## src/rtl/hc595_pkg.sv

```systemverilog
// Shared constants, FSM state type and wire-to-segment bit mapping for the 74HC595 link receiver.
package hc595_pkg;

    localparam int DATA_W = 14;
    localparam int SEL_W  = 6;
    localparam int SEG_W  = 8;

    localparam logic [SEL_W-1:0] SEL_BLANK = 6'h00;
    localparam logic [SEG_W-1:0] SEG_BLANK = 8'h00;

    typedef enum logic {
        IDLE,
        SHIFT
    } rx_state_t;

    // Segment byte travels bit-reversed behind the select field.
    function automatic logic [SEG_W-1:0] seg_from_hold(input logic [DATA_W-1:0] hold);
        logic [SEG_W-1:0] seg;
        seg = '0;
        for (int i = 0; i < SEG_W; i++) begin
            seg[SEG_W-1-i] = hold[SEL_W+i];
        end
        return seg;
    endfunction

endpackage

```

## src/rtl/hc595_sync_edge.sv

```systemverilog
// Multi-stage synchronizer for one asynchronous link line, plus a rising-edge strobe.
module hc595_sync_edge #(
    parameter int SYNC_STAGES = 2
) (
    input  logic sys_clk,
    input  logic sys_rst_n,
    input  logic i_d,
    output logic o_level,
    output logic o_rise
);

    logic [SYNC_STAGES-1:0] r_sync;
    logic                   r_prev;

    always_ff @(posedge sys_clk or negedge sys_rst_n) begin
        if (!sys_rst_n) begin
            r_sync <= '0;
            r_prev <= 1'b0;
        end else begin
            r_sync <= {r_sync[SYNC_STAGES-2:0], i_d};
            r_prev <= r_sync[SYNC_STAGES-1];
        end
    end

    assign o_level = r_sync[SYNC_STAGES-1];
    assign o_rise  = r_sync[SYNC_STAGES-1] & ~r_prev;

endmodule

```

## src/rtl/hc595_rx.sv

```systemverilog
// Receive side of the 74HC595 display link: shifts serial frames, latches on stcp, drives sel/seg.
// Optional frame bit-count checker enabled by HC595_RX_FRAME_CHECK_EN.
//   state | meaning
//   IDLE  | no bits shifted since the last latch (bit count is zero)
//   SHIFT | at least one bit shifted into the current frame
module hc595_rx
    import hc595_pkg::*;
#(
    parameter int SYNC_STAGES = 2
) (
    input  logic             sys_clk,
    input  logic             sys_rst_n,
    input  logic             shcp,
    input  logic             stcp,
    input  logic             ds,
    input  logic             oe,
    output logic [SEL_W-1:0] sel,
    output logic [SEG_W-1:0] seg,
    output logic             data_valid,
    output logic             frame_err,
    output logic [7:0]       err_cnt
);

    logic w_shcp_rise, w_stcp_rise, w_ds_s, w_oe_s;
    logic w_unused_shcp_lvl, w_unused_stcp_lvl, w_unused_ds_rise, w_unused_oe_rise;

    hc595_sync_edge #(.SYNC_STAGES(SYNC_STAGES)) u_sync_shcp (
        .sys_clk(sys_clk), .sys_rst_n(sys_rst_n), .i_d(shcp),
        .o_level(w_unused_shcp_lvl), .o_rise(w_shcp_rise)
    );
    hc595_sync_edge #(.SYNC_STAGES(SYNC_STAGES)) u_sync_stcp (
        .sys_clk(sys_clk), .sys_rst_n(sys_rst_n), .i_d(stcp),
        .o_level(w_unused_stcp_lvl), .o_rise(w_stcp_rise)
    );
    hc595_sync_edge #(.SYNC_STAGES(SYNC_STAGES)) u_sync_ds (
        .sys_clk(sys_clk), .sys_rst_n(sys_rst_n), .i_d(ds),
        .o_level(w_ds_s), .o_rise(w_unused_ds_rise)
    );
    hc595_sync_edge #(.SYNC_STAGES(SYNC_STAGES)) u_sync_oe (
        .sys_clk(sys_clk), .sys_rst_n(sys_rst_n), .i_d(oe),
        .o_level(w_oe_s), .o_rise(w_unused_oe_rise)
    );

    logic [DATA_W-1:0] r_sreg, r_hold;
    logic [3:0]        r_bit_cnt;
    logic              r_latch_pend;
    logic [SEL_W-1:0]  r_sel;
    logic [SEG_W-1:0]  r_seg;
    logic              r_valid;
    rx_state_t         r_state, w_state_nxt;

    always_ff @(posedge sys_clk or negedge sys_rst_n) begin
        if (!sys_rst_n) begin
            r_state <= IDLE;
        end else begin
            r_state <= w_state_nxt;
        end
    end

    always_comb begin
        w_state_nxt = r_state;
        case (r_state)
            IDLE: begin
                if (w_shcp_rise) w_state_nxt = SHIFT;
            end
            SHIFT: begin
                if (w_stcp_rise && !w_shcp_rise) w_state_nxt = IDLE;
            end
            default: w_state_nxt = IDLE;
        endcase
    end

    // Latch takes sreg as it was before any coincident shift.
    always_ff @(posedge sys_clk or negedge sys_rst_n) begin
        if (!sys_rst_n) begin
            r_sreg       <= '0;
            r_hold       <= '0;
            r_bit_cnt    <= 4'd0;
            r_latch_pend <= 1'b0;
        end else begin
            r_latch_pend <= w_stcp_rise;
            if (w_shcp_rise) r_sreg <= {w_ds_s, r_sreg[DATA_W-1:1]};
            if (w_stcp_rise) r_hold <= r_sreg;
            if (w_stcp_rise) begin
                r_bit_cnt <= w_shcp_rise ? 4'd1 : 4'd0;
            end else if (w_shcp_rise && r_bit_cnt != 4'hF) begin
                r_bit_cnt <= r_bit_cnt + 4'd1;
            end
        end
    end

    always_ff @(posedge sys_clk or negedge sys_rst_n) begin
        if (!sys_rst_n) begin
            r_sel   <= SEL_BLANK;
            r_seg   <= SEG_BLANK;
            r_valid <= 1'b0;
        end else begin
            r_valid <= r_latch_pend;
            if (w_oe_s) begin
                r_sel <= SEL_BLANK;
                r_seg <= SEG_BLANK;
            end else begin
                r_sel <= r_hold[SEL_W-1:0];
                r_seg <= seg_from_hold(r_hold);
            end
        end
    end

    assign sel        = r_sel;
    assign seg        = r_seg;
    assign data_valid = r_valid;

`ifdef HC595_RX_FRAME_CHECK_EN
    logic       r_frame_err;
    logic [7:0] r_err_cnt;
    logic       w_bad_frame;

    assign w_bad_frame = (r_bit_cnt != 4'(DATA_W));

    always_ff @(posedge sys_clk or negedge sys_rst_n) begin
        if (!sys_rst_n) begin
            r_frame_err <= 1'b0;
            r_err_cnt   <= 8'h00;
        end else if (w_stcp_rise) begin
            r_frame_err <= w_bad_frame;
            if (w_bad_frame && r_err_cnt != 8'hFF) r_err_cnt <= r_err_cnt + 8'h01;
        end
    end

    assign frame_err = r_frame_err;
    assign err_cnt   = r_err_cnt;
`else
    assign frame_err = 1'b0;
    assign err_cnt   = 8'h00;
`endif

endmodule

```

## config.mk

```make
export PLATFORM = sky130hd
export DESIGN_NAME = hc595_rx
export DESIGN_NICKNAME = d
export VERILOG_FILES = /design/src/rtl/hc595_pkg.sv /design/src/rtl/hc595_sync_edge.sv /design/src/rtl/hc595_rx.sv
export SDC_FILE = /design/constraint.sdc
export NUM_CORES = 1
export LEC_CHECK = 0
export CAP_MARGIN = 25
export CORE_ASPECT_RATIO = 1.2
export CORE_MARGIN = 8
export CORE_UTILIZATION = 50
export CTS_BUF_LIST = sky130_fd_sc_hd__clkbuf_4 sky130_fd_sc_hd__clkbuf_8
export DETAILED_ROUTE_END_ITERATION = 10
export PLACE_DENSITY = 0.81
export SYNTH_ARGS = -nofsm -noshare
export SYNTH_HDL_FRONTEND = slang
export SYNTH_HIERARCHICAL = 1
export SYNTH_SLANG_ARGS = --single-unit
```

## constraint.sdc

```tcl
create_clock -name sys_clk -period 1.4 [get_ports sys_clk]
set_input_delay 0.28 -clock sys_clk [delete_from_list [all_inputs] [get_ports sys_clk]]
set_output_delay 0.28 -clock sys_clk [all_outputs]
set_load 0.01 [all_outputs]
```

# ---- Word level (Yosys, flattened, before mapping)
# Index checks and enable logic that the tools add are counted.
dict set report totals {
  out_inout_bits 24
  wordCells 18
  input_bits 6
  regBits 54
}
dict set report classes {
  mux 2
  bitwise 4
}
# cell count
set op_table {}
lappend op_table {{$mux W8} 1}
lappend op_table {{$mux W6} 1}
lappend op_table {{$and A1 B1 Y1} 2}
lappend op_table {{$not A1 Y1} 2}

# ---- Longest topological paths before layout
# Gate-level depths: netlist (run 1).
dict set report logic_depth {
  ltp_word 2
  ltp_mapped 3
  depth_no_buf 2
}

# ---- Modules after synthesis
# The synthesis (run 1) kept the hierarchy.
# mod area_each_um2 instances seq_area_each_um2 cells_each
set by_module_without_submodules {}
lappend by_module_without_submodules {hc595_rx 1611.5 1 1101.1 99}
lappend by_module_without_submodules {hc595_sync_edge 88.8 4 75.1 4}

# ---- Worst setup path before layout (run 1)
# Ideal clock, no wire load.
dict set report synth_timing {
  path_type {register to register}
  from {reg u_sync_stcp.r_prev}
  to {reg r_hold[10]}
  setup_time_ps 125
  period_less_slack_ps 1146
  path_buffers 1
  slack_ps 254
  t_arrival_ps 1021
  t_required_ps 1275
  stages_incl_launch_ff 4
  path_cell_list {dfrtp_1 nor2b_4 buf_6 mux2_2}
}
dict set report synth_between {
  elab_chain_cells 2
}
# element line
set synth_rtl {}
lappend synth_rtl {{start, declared} hc595_sync_edge.sv:13} ;# logic r_prev;
lappend synth_rtl {{start signal, assigned} hc595_sync_edge.sv:21} ;# r_prev <= r_sync[SYNC_STAGES-1];
lappend synth_rtl {{$not A1 Y1} hc595_sync_edge.sv:26} ;# assign o_rise = r_sync[SYNC_STAGES-1] & ~r_prev;
lappend synth_rtl {{$and A1 B1 Y1} hc595_sync_edge.sv:26}
lappend synth_rtl {{via w_stcp_rise} hc595_rx.sv:24} ;# logic w_shcp_rise, w_stcp_rise, w_ds_s, w_oe_s;
lappend synth_rtl {{end signal, assigned} hc595_rx.sv:83} ;# if (w_stcp_rise) r_hold <= r_sreg;
lappend synth_rtl {{end, declared} hc595_rx.sv:44} ;# logic [DATA_W-1:0] r_sreg, r_hold;
# The timed path passes the listed nets, and every way through them passes these cells.
# A chain may end at the register's enable or synchronous reset.

# ---- Worst setup path after layout (run 1)
dict set report layout_timing {
  from {reg u_sync_stcp.r_prev}
  to {reg r_hold[11]}
}
# Same word-level chain as after synthesis.

==> results of run 1 <==
[per-stage QoR]
stage,instances,hold WS (ps),area (µm²)
after floorplan,119,-15.6,1920
after global placement,181,289,2130
after detailed placement,181,298,2130
after CTS,190,357,2210
after global routing,190,359,2210
final,190,354,2210
[state kept, by name (all words and copies together), names as in the netlist]
signal,cells
r_latch_pend,1
u_sync_shcp/r_prev,1
seg,8
u_sync_stcp/r_sync,2
u_sync_stcp/r_prev,1
u_sync_oe/r_sync,2
sel,6
u_sync_ds/r_sync,2
r_hold,14
r_sreg,14
data_valid,1
u_sync_shcp/r_sync,2
[layout by cell type (no fill, tap or decap)]
master / instances
and2b_1: 8
buf_12: 2
buf_2: 1
clkbuf_4: 1
clkbuf_8: 6
clkdlybuf4s50_1: 4
clkinv_2: 1
conb_1: 9
dfrtp_1: 54
dlygate4sd2_1: 15
dlygate4sd3_1: 1
mux2_2: 28
nor2b_1: 6
nor2b_4: 2
[report_power, final]
group | total, W | switching, W | internal [W]
Clock | 0.000877 | 0.000458 | 0.000419
Combinational | 0.000697 | 0.000257 | 0.000440
Sequential | 0.00224 | 0.000231 | 0.00201
[cell type report]
| cell class | count | area share (%) |
|---|---|---|
| clock buffer | 7 | 4.07 |
| clock inverter | 1 | 0.226 |
| multi-input combinational | 53 | 21.4 |
| sequential | 54 | 61.1 |
| tap | 52 | 2.94 |
| timing repair buffer | 23 | 10.2 |
[worst reg2reg max path, cell delays in order (launching register included)]
cell and delay, ps:
dfrtp_1 400, nor2b_4 370, mux2_2 390
[repair_timing]
item,CTS,global route
hold buffers,1,0
resized for setup,15,0
hold endpoints to repair,54,0
setup endpoints to repair,15,0
[how the worst max path moves through the flow]
stage                                from  slack [ps]         end
detailed placement     u_sync_stcp/r_prev         130  r_hold[11]
global placement       u_sync_stcp/r_prev         160   r_hold[3]
global route        u_sync_stcp/r_sync[1]          60  r_hold[11]
CTS                                sel[5]         110      sel[5]
finish                 u_sync_stcp/r_prev         130  r_hold[11]
floorplan              u_sync_stcp/r_prev         250  r_hold[10]
[routing by layer]
layer  global-route usage, %  up-vias
met5                       0        -
met1                    9.77      439
met3                    3.49        5
met2                    15.9       23
met4                    6.70        0
li1                        -      398
==> impl_results.md, run 1 <==
- Status: completed
- WP data required: 1590 ps
- TNS Setup: 0 ps
- Fin nets: 143
- Hold Crit Start: u_sync_stcp/r_sync[0]
- Pre-CTS setup slack: ~130 ps
- Min Tclk post-route: around 1300 ps
- Worst path max stage delay: 400 ps
- DRC: 0
- Cell chain of the critical path: nor2b_4, mux2_2
- Top Family by Delay on Critical Path: flip-flops
- Peak Freq: 790 MHz
- Largest net degree at the start of global routing: 55
- Gr usage total: 9.65%
- Crit path kind: reg2reg
- Final ANT Viol Nets: 0
- FF/Latch Area: 0.00135 mm²
- Max Slew Vio Count: 0
- Arrival time worst endpoint: 1460 ps
- Global-route wire length before repair: 4330 µm
- Mean area per synthesized cell: 17.0 µm²
- Design Power: 0.00382 W
- Die area: 0.00601 mm²
- Yosys Warn Count: 6
- CTS tree: done
- Initial core utilization: 52.0%
- Worst-Skew Late Latency: roughly 300 ps
- Crit-path slowest cell: dfrtp_1
- Final period utilization: between 90 and 100%
- CTS Buf Count: 5
- Area growth, synth to finish: 17.1%
- DR vias/cell: 4.55
- Final Hold Vio Count: 0
- Worst hold path class: reg2reg
- Filler cells: 268
- Root buffer cell: clkbuf_8
- WP depth: 2
- Metal-1 WL: between 1000 and 1500 µm
- Pwr Density: approximately 1700 mW/mm²
- RD Place Congestion: a little under 0.7
- Peak VDD IR: 747 µV
- Num Clock Sinks: 54
- Max-cap check violation count: 0
- Htree depth: 2
- Crit Path Max Fanout: 15
- Wire length per cell: 13.9 µm
- Cells after synthesis: 111
- Met3 Wirelength: roughly 130 µm
- Routed met2 length: 1380 µm
- Fraction of layout instances using a drive strength above 1: 29.7%
- Crit path launch type: flip-flop
- CORE AREA: ~0.0036 mm²
- Final core utilization: 60.9%
- CTS clk-pin slew, worst paths: around 80 ps
- Vias in the first global route: 900
- Total grt overflow: 0
- DIE WIDTH: 72.1 µm
- Setup slack after layout: 133 ps
- Die H: around 83 µm
- Vias: 865
- Reg-to-reg slack, setup: around 130 ps
- CTS max path bufs: 2
- WL final: 2650 µm
- 1st-pass router iterations: 3
- Synthesized area: about 0.0019 mm²
- ANT cells: 0
- Leakage: between 1 and 1.5 nW
- Hold Path Sink: u_sync_stcp/r_sync[1]
- I/O pin cnt: 30
- Bufs and invs on worst path: 0
- Worst Setup End Kind: flip-flop
- IO buf count: 20
- DR iter-0 viols: 65
- Final setup violation count: 0
- Reg-to-reg startpoint: u_sync_stcp/r_prev
- Worst Reg-to-Reg Cells: 2
- Post-CTS Setup Bufs: 0
- Hold depth: 0
- Multi-input logic area: 474 µm²
- Skew final: 3.33 ps
- DR top layer: met4
- Placement Rows: 24
- Unrepaired setup endpoints after global routing: no
- R2R Path End: r_hold[11]
- Initial antenna violation count: 0
Power figures use the tool's default switching activity.
==> inputs of run 2 (changes only) <==
--- a/config.mk
+++ b/config.mk
@@ -11,7 +11,8 @@
 export CORE_UTILIZATION = 50
 export CTS_BUF_LIST = sky130_fd_sc_hd__clkbuf_4 sky130_fd_sc_hd__clkbuf_8
 export DETAILED_ROUTE_END_ITERATION = 10
-export PLACE_DENSITY = 0.81
+export DONT_BUFFER_PORTS = 1
+export PLACE_DENSITY = 0.71
 export SYNTH_ARGS = -nofsm -noshare
 export SYNTH_HDL_FRONTEND = slang
 export SYNTH_HIERARCHICAL = 1
==> constraint.sdc (replaced) <==
create_clock -name sys_clk -period 1.6 [get_ports sys_clk]
set_input_delay 0.32 -clock sys_clk [delete_from_list [all_inputs] [get_ports sys_clk]]
set_output_delay 0.32 -clock sys_clk [all_outputs]
set_load 0.01 [all_outputs]
==> run 2 against run 1 <==
Effect of this change: non-clock buffer count is 21 lower; sequential power is 9.8% lower; power is 16% lower; hold slack worse by 310 ps; clock skew is 0.50 ps lower.
==> impl_results.md, run 2 (synthesis results as in run 1) <==
- DIE WIDTH: 72.1 µm (unchanged)
- Reg-to-reg startpoint: u_sync_stcp/r_prev
- R2R Path End: r_hold[12]
- Hold depth: 0 (unchanged)
- Root buffer cell: clkbuf_8
- Final period utilization: 80.8% (-9.7 points)
- TNS Setup: 0 ps (unchanged)
- DR iter-0 viols: 61 (-6.2%)
- Final Hold Vio Count: 0 (unchanged)
- Worst Setup End Kind: flip-flop
- Met3 Wirelength: 168 µm (+29%)
- 1st-pass router iterations: 2 (-1)
- WL final: 2380 µm (-10%)
- IO buf count: 0 (-100%)
- CTS tree: done
- Arrival time worst endpoint: 1480 ps (+20 ps)
- CTS max path bufs: 2 (unchanged)
- Largest net degree at the start of global routing: 55 (unchanged)
- DR vias/cell: 4.64 (+2.0%)
- Pwr Density: 1590 mW/mm² (-7.9%)
- Area growth, synth to finish: 7.09%
- I/O pin cnt: 30 (unchanged)
- Leakage: 0.962 nW (-12%)
- RD Place Congestion: 0.650 (-5.1%)
- Final setup violation count: 0 (unchanged)
- Final ANT Viol Nets: 0 (unchanged)
- Routed met2 length: 1140 µm (-18%)
- CTS Buf Count: 5 (unchanged)
- Skew final: 2.83 ps (-0.501 ps)
- Crit path launch type: flip-flop
- Vias in the first global route: 852 (-5.3%)
- Fin nets: 122 (-15%)
- Metal-1 WL: 996 µm (-4.8%)
- Placement Rows: 24 (unchanged)
- Die area: 0.00601 mm² (unchanged)
- Max-cap check violation count: 0 (unchanged)
- CTS clk-pin slew, worst paths: 80 ps (about the same)
- Reg-to-reg slack, setup: 310 ps (+170 ps)
- Gr usage total: 9.31% (-0.33 points)
- Fraction of layout instances using a drive strength above 1: 33.3% (+3.6 points)
- Crit path kind: reg2reg
- DPL Wire Length: 1540 µm
- Vias: 785 (-9.2%)
- DR top layer: met4
- WP data required: 1790 ps (+200 ps)
- Initial core utilization: 52.0% (unchanged)
- Hold Crit Start: shcp
- Total grt overflow: 0 (unchanged)
- CORE AREA: 0.00363 mm² (unchanged)
- Unrepaired setup endpoints after global routing: no
- Final hold slack: 39.4 ps (-315 ps)
- Worst Reg-to-Reg Cells: 2 (unchanged)
- Htree depth: 2 (unchanged)
- Wire length per cell: 14.1 µm (+0.95%)
- Max Slew Vio Count: 0 (unchanged)
- Worst hold path class: in2reg
- Hold Path Sink: u_sync_shcp/r_sync[0]
- Die H: 83.3 µm (unchanged)
- Worst-Skew Late Latency: 300 ps (about the same)
- Peak VDD IR: 594 µV (-21%)
- Num Clock Sinks: 54 (unchanged)
- ANT cells: 0 (unchanged)
- Min Tclk post-route: 1290 ps (+25.8 ps)
- Initial antenna violation count: 0 (unchanged)
- Post-cts resize count: 0 (-15)
- Post-CTS Setup Bufs: 0 (unchanged)
- Crit Path Max Fanout: 15 (unchanged)
- Design Power: 0.00322 W (-16%)
- DRC: 0 (unchanged)
- Status: completed
- Peak Freq: 774 MHz (-2.0%)
- Most frequent cells in the layout: dfrtp_1, mux2_2, conb_1, and2b_1
- Most common cell after layout, fill and taps aside: dfrtp_1
- Global-route wire length before repair: 4200 µm (-2.9%)
run 2: worst max-delay path, stage by stage (launching register included):
cell and delay [ps]:
dfrtp_1 400, nor2b_4 380, mux2_2 390
run 2: final cells by class:
type / instances / area [µm²]
tap: 52 / 65.1
timing repair buffer: 2 / 37.5
fill: 295 / 1610
sequential: 54 / 1350
clock buffer: 7 / 90.1
clock inverter: 1 / 5.00
multi-input combinational: 53 / 474
run 2: worst max-delay path by stage:
stage	start	to	slack, ps	cells past startpoint
after floorplan	u_sync_stcp/r_prev	r_hold[10]	450	3
after global placement	u_sync_stcp/r_prev	r_hold[5]	350	2
after detailed placement	u_sync_stcp/r_sync[1]	r_hold[12]	320	2
after CTS	u_sync_stcp/r_sync[1]	r_hold[12]	270	2
after global routing	u_sync_stcp/r_sync[1]	r_hold[12]	230	2
final	u_sync_stcp/r_prev	r_hold[12]	310	2
run 2: per-stage QoR:
stage                     setup WS (ps)  util [%]  instance area [µm²]  instances
final                               308      55.7                 2020        169
after global routing                234      55.7                 2020        169
after CTS                           275      54.6                 1990        167
after detailed placement            316      52.0                 1890        159
after global placement              355      52.0                 1890        159
after floorplan                     454         -                 1920        119
run 2: metal layers:
metal | GRT usage (%) | vias to the layer above
met2 | 12.8 | 21
met3 | 4.33 | 7
met4 | 6.70 | 0
met1 | 11.0 | 403
li1 | - | 354
met5 | 0 | -
run 2: where the power goes:
group | switching (W) | total (W) | internal [W]
registers | 0.000255 | 0.00202 | 0.00176
clock network | 0.000399 | 0.000765 | 0.000366
logic | 0.000136 | 0.000431 | 0.000295
total | 0.000790 | 0.00322 | 0.00243
==> inputs of run 3 (changes only) <==
--- a/config.mk
+++ b/config.mk
@@ -12,7 +12,7 @@
 export CTS_BUF_LIST = sky130_fd_sc_hd__clkbuf_4 sky130_fd_sc_hd__clkbuf_8
 export DETAILED_ROUTE_END_ITERATION = 10
 export DONT_BUFFER_PORTS = 1
-export PLACE_DENSITY = 0.71
+export PLACE_DENSITY = 0.74
 export SYNTH_ARGS = -nofsm -noshare
 export SYNTH_HDL_FRONTEND = slang
 export SYNTH_HIERARCHICAL = 1
==> constraint.sdc (replaced) <==
create_clock -name sys_clk -period 1.1 [get_ports sys_clk]
set_input_delay 0.22 -clock sys_clk [delete_from_list [all_inputs] [get_ports sys_clk]]
set_output_delay 0.22 -clock sys_clk [all_outputs]
set_load 0.01 [all_outputs]
==> run 3 against run 2 <==
Effect of this change: setup slack worse by 350 ps; clock skew up 5.7 ps; via count up 3.2%; critical path depth up 1; cell count up 2.4%; sequential share of layout area down 4.9 points; maximum frequency up 13%; the run now ends with negative hold slack, negative setup slack left; count of clock-buffer cells in the layout down 1; final area up 7.9%; non-clock buffer count up 4; first-iteration DRC count down 25%.
==> impl_results.md, run 3 (synthesis results as in run 1) <==
- Area growth, synth to finish: 15.5%
- Initial antenna violation count: 0 (unchanged)
- Global-route wire length before repair: 4380 µm (+4.3%)
- Final ANT Viol Nets: 0 (unchanged)
- Final period utilization: 104% (+23 points)
- Reg-to-reg startpoint: u_sync_shcp/r_prev
- Final core utilization: 60.1% (+4.4 points)
- 1st-pass router iterations: 4 (+2)
- Worst-Skew Late Latency: 290 ps (about the same)
- DIE WIDTH: 72.1 µm (unchanged)
- Crit path kind: reg2reg
- R2R Path End: r_sreg[5]
- Most frequent cells in the layout: dfrtp_1, mux2_4, conb_1, and2b_1, nor2b_1
- CTS Buf Count: 5 (unchanged)
- Worst Setup End Kind: flip-flop
- Root buffer cell: clkbuf_8
- CTS max path bufs: 2 (unchanged)
- Worst hold path class: in2async
- Die area: 0.00601 mm² (unchanged)
- Pwr Density: 2370 mW/mm² (+49%)
- I/O pin cnt: 30 (unchanged)
- Crit path launch type: flip-flop
- Pre-CTS setup slack: -76.3 ps (-393 ps)
- Final hold slack: -392 ps (-431 ps)
- Failing checks: negative hold slack, negative setup slack
- DR vias/cell: 4.68 (+0.80%)
- WL final: 2610 µm (+10%)
- Multi-input logic area: 572 µm² (+21%)
- Fin nets: 126 (+3.3%)
- Unrepaired setup endpoints after global routing: yes
- Leakage: 1.07 nW (+11%)
- Peak VDD IR: 943 µV (+59%)
- CTS tree: done
- DRC: 0 (unchanged)
- DPL Wire Length: 1730 µm (+12%)
- Min Tclk post-route: 1140 ps (-150 ps)
- Initial core utilization: 52.0% (unchanged)
- Final setup violation count: 28 (+28)
- Final Hold Vio Count: 54 (+54)
- Setup slack after layout: -42.8 ps (-350 ps)
- Total grt overflow: 0 (unchanged)
- Reg-to-reg slack, setup: -40 ps (-350 ps)
- Vias: 810 (+3.2%)
- Gr usage total: 9.18% (-0.14 points)
- RD Place Congestion: 0.701 (+7.8%)
- Vias in the first global route: 866 (+1.6%)
- Fraction of layout instances using a drive strength above 1: 33.1% (-0.28 points)
- Status: finished with violations
- Die H: 83.3 µm (unchanged)
- Filler cells: 264 (-11%)
- Skew final: 8.52 ps (+5.69 ps)
- ANT cells: 0 (unchanged)
- IO buf count: 0 (unchanged)
- FF/Latch Area: 0.00135 mm² (unchanged)
- Max Slew Vio Count: 0 (unchanged)
- Worst Reg-to-Reg Cells: 3 (+1)
- DR iter-0 viols: 46 (-25%)
- Largest net degree at the start of global routing: 55 (unchanged)
- CTS clk-pin slew, worst paths: 90 ps (about the same)
- Most common cell after layout, fill and taps aside: dfrtp_1
- Peak Freq: 875 MHz (+13%)
- Crit Path Max Fanout: 14 (-1)
- CTS Hold Bufs: 4
- Num Clock Sinks: 54 (unchanged)
- Wire length per cell: 15.1 µm (+7.4%)
- Design Power: 0.00517 W (+61%)
- WP data required: 1280 ps (-510 ps)
- Htree depth: 2 (unchanged)
- CORE AREA: 0.00363 mm² (unchanged)
- Max-cap check violation count: 0 (unchanged)
- TNS Setup: -599 ps (-599 ps)
- Arrival time worst endpoint: 1330 ps (-150 ps)
- Placement Rows: 24 (unchanged)
## run 3: cell count changes in the layout (fill, tap and decap cells not counted)
| cell | change |
|---|---|
| clkbuf_8 | -1 |
| mux2_4 | +26 |
| buf_16 | -1 |
| mux2_2 | -26 |
| clkinvlp_4 | +1 |
| clkinv_2 | -1 |
| buf_12 | +2 |
| bufinv_16 | +1 |
| dlygate4sd3_1 | +3 |
## run 3: through the flow
step                cells  cell area (µm²)
detailed placement    161             1980
CTS                   173             2170
finish                173             2180
global route          173             2180
floorplan             119             1970
global placement      161             1980
## run 3: per-layer routing
layer,up-vias,share of wire (%),GRT usage [%]
met5,-,0,0
met4,0,0.42,3.35
met3,2,4.7,3.13
met2,19,51,14.2
met1,428,44,11.4
li1,361,-,-
## run 3: critical path: stages, from the launching register on
cell     delay [ps]
dfrtp_1         400
nor2b_4         130
buf_12          170
mux2_2          340
## run 3: how the worst max path moves through the flow
stage,startpoint,endpoint,cells past startpoint
after CTS,u_sync_stcp/r_prev,r_hold[1],3
final,u_sync_shcp/r_prev,r_sreg[5],3
after floorplan,u_sync_stcp/r_prev,r_hold[10],3
after global placement,u_sync_stcp/r_prev,r_hold[13],3
after global routing,u_sync_shcp/r_prev,r_sreg[13],3
after detailed placement,u_sync_stcp/r_prev,r_hold[0],3
## run 3: layout make-up
| class | count | share of cell area [%] |
|---|---|---|
| timing repair buffer | 6 | 3.67 |
| sequential | 54 | 61.9 |
| multi-input combinational | 53 | 26.2 |
| clock buffer | 6 | 3.50 |
| clock inverter | 2 | 1.72 |
| tap | 52 | 2.98 |
## run 3: where the power goes
part	internal, W	switching, W	total, W
clock network	0.000704	0.000586	0.00129
logic	0.000685	0.000199	0.000884
registers	0.00257	0.000424	0.00299
## run 3: timing repair
item	4_1_cts	5_1_grt
endpoints found under the hold margin	58	54
gates resized for setup	12	2
buffers inserted	0	0
endpoints found under the setup margin	26	28
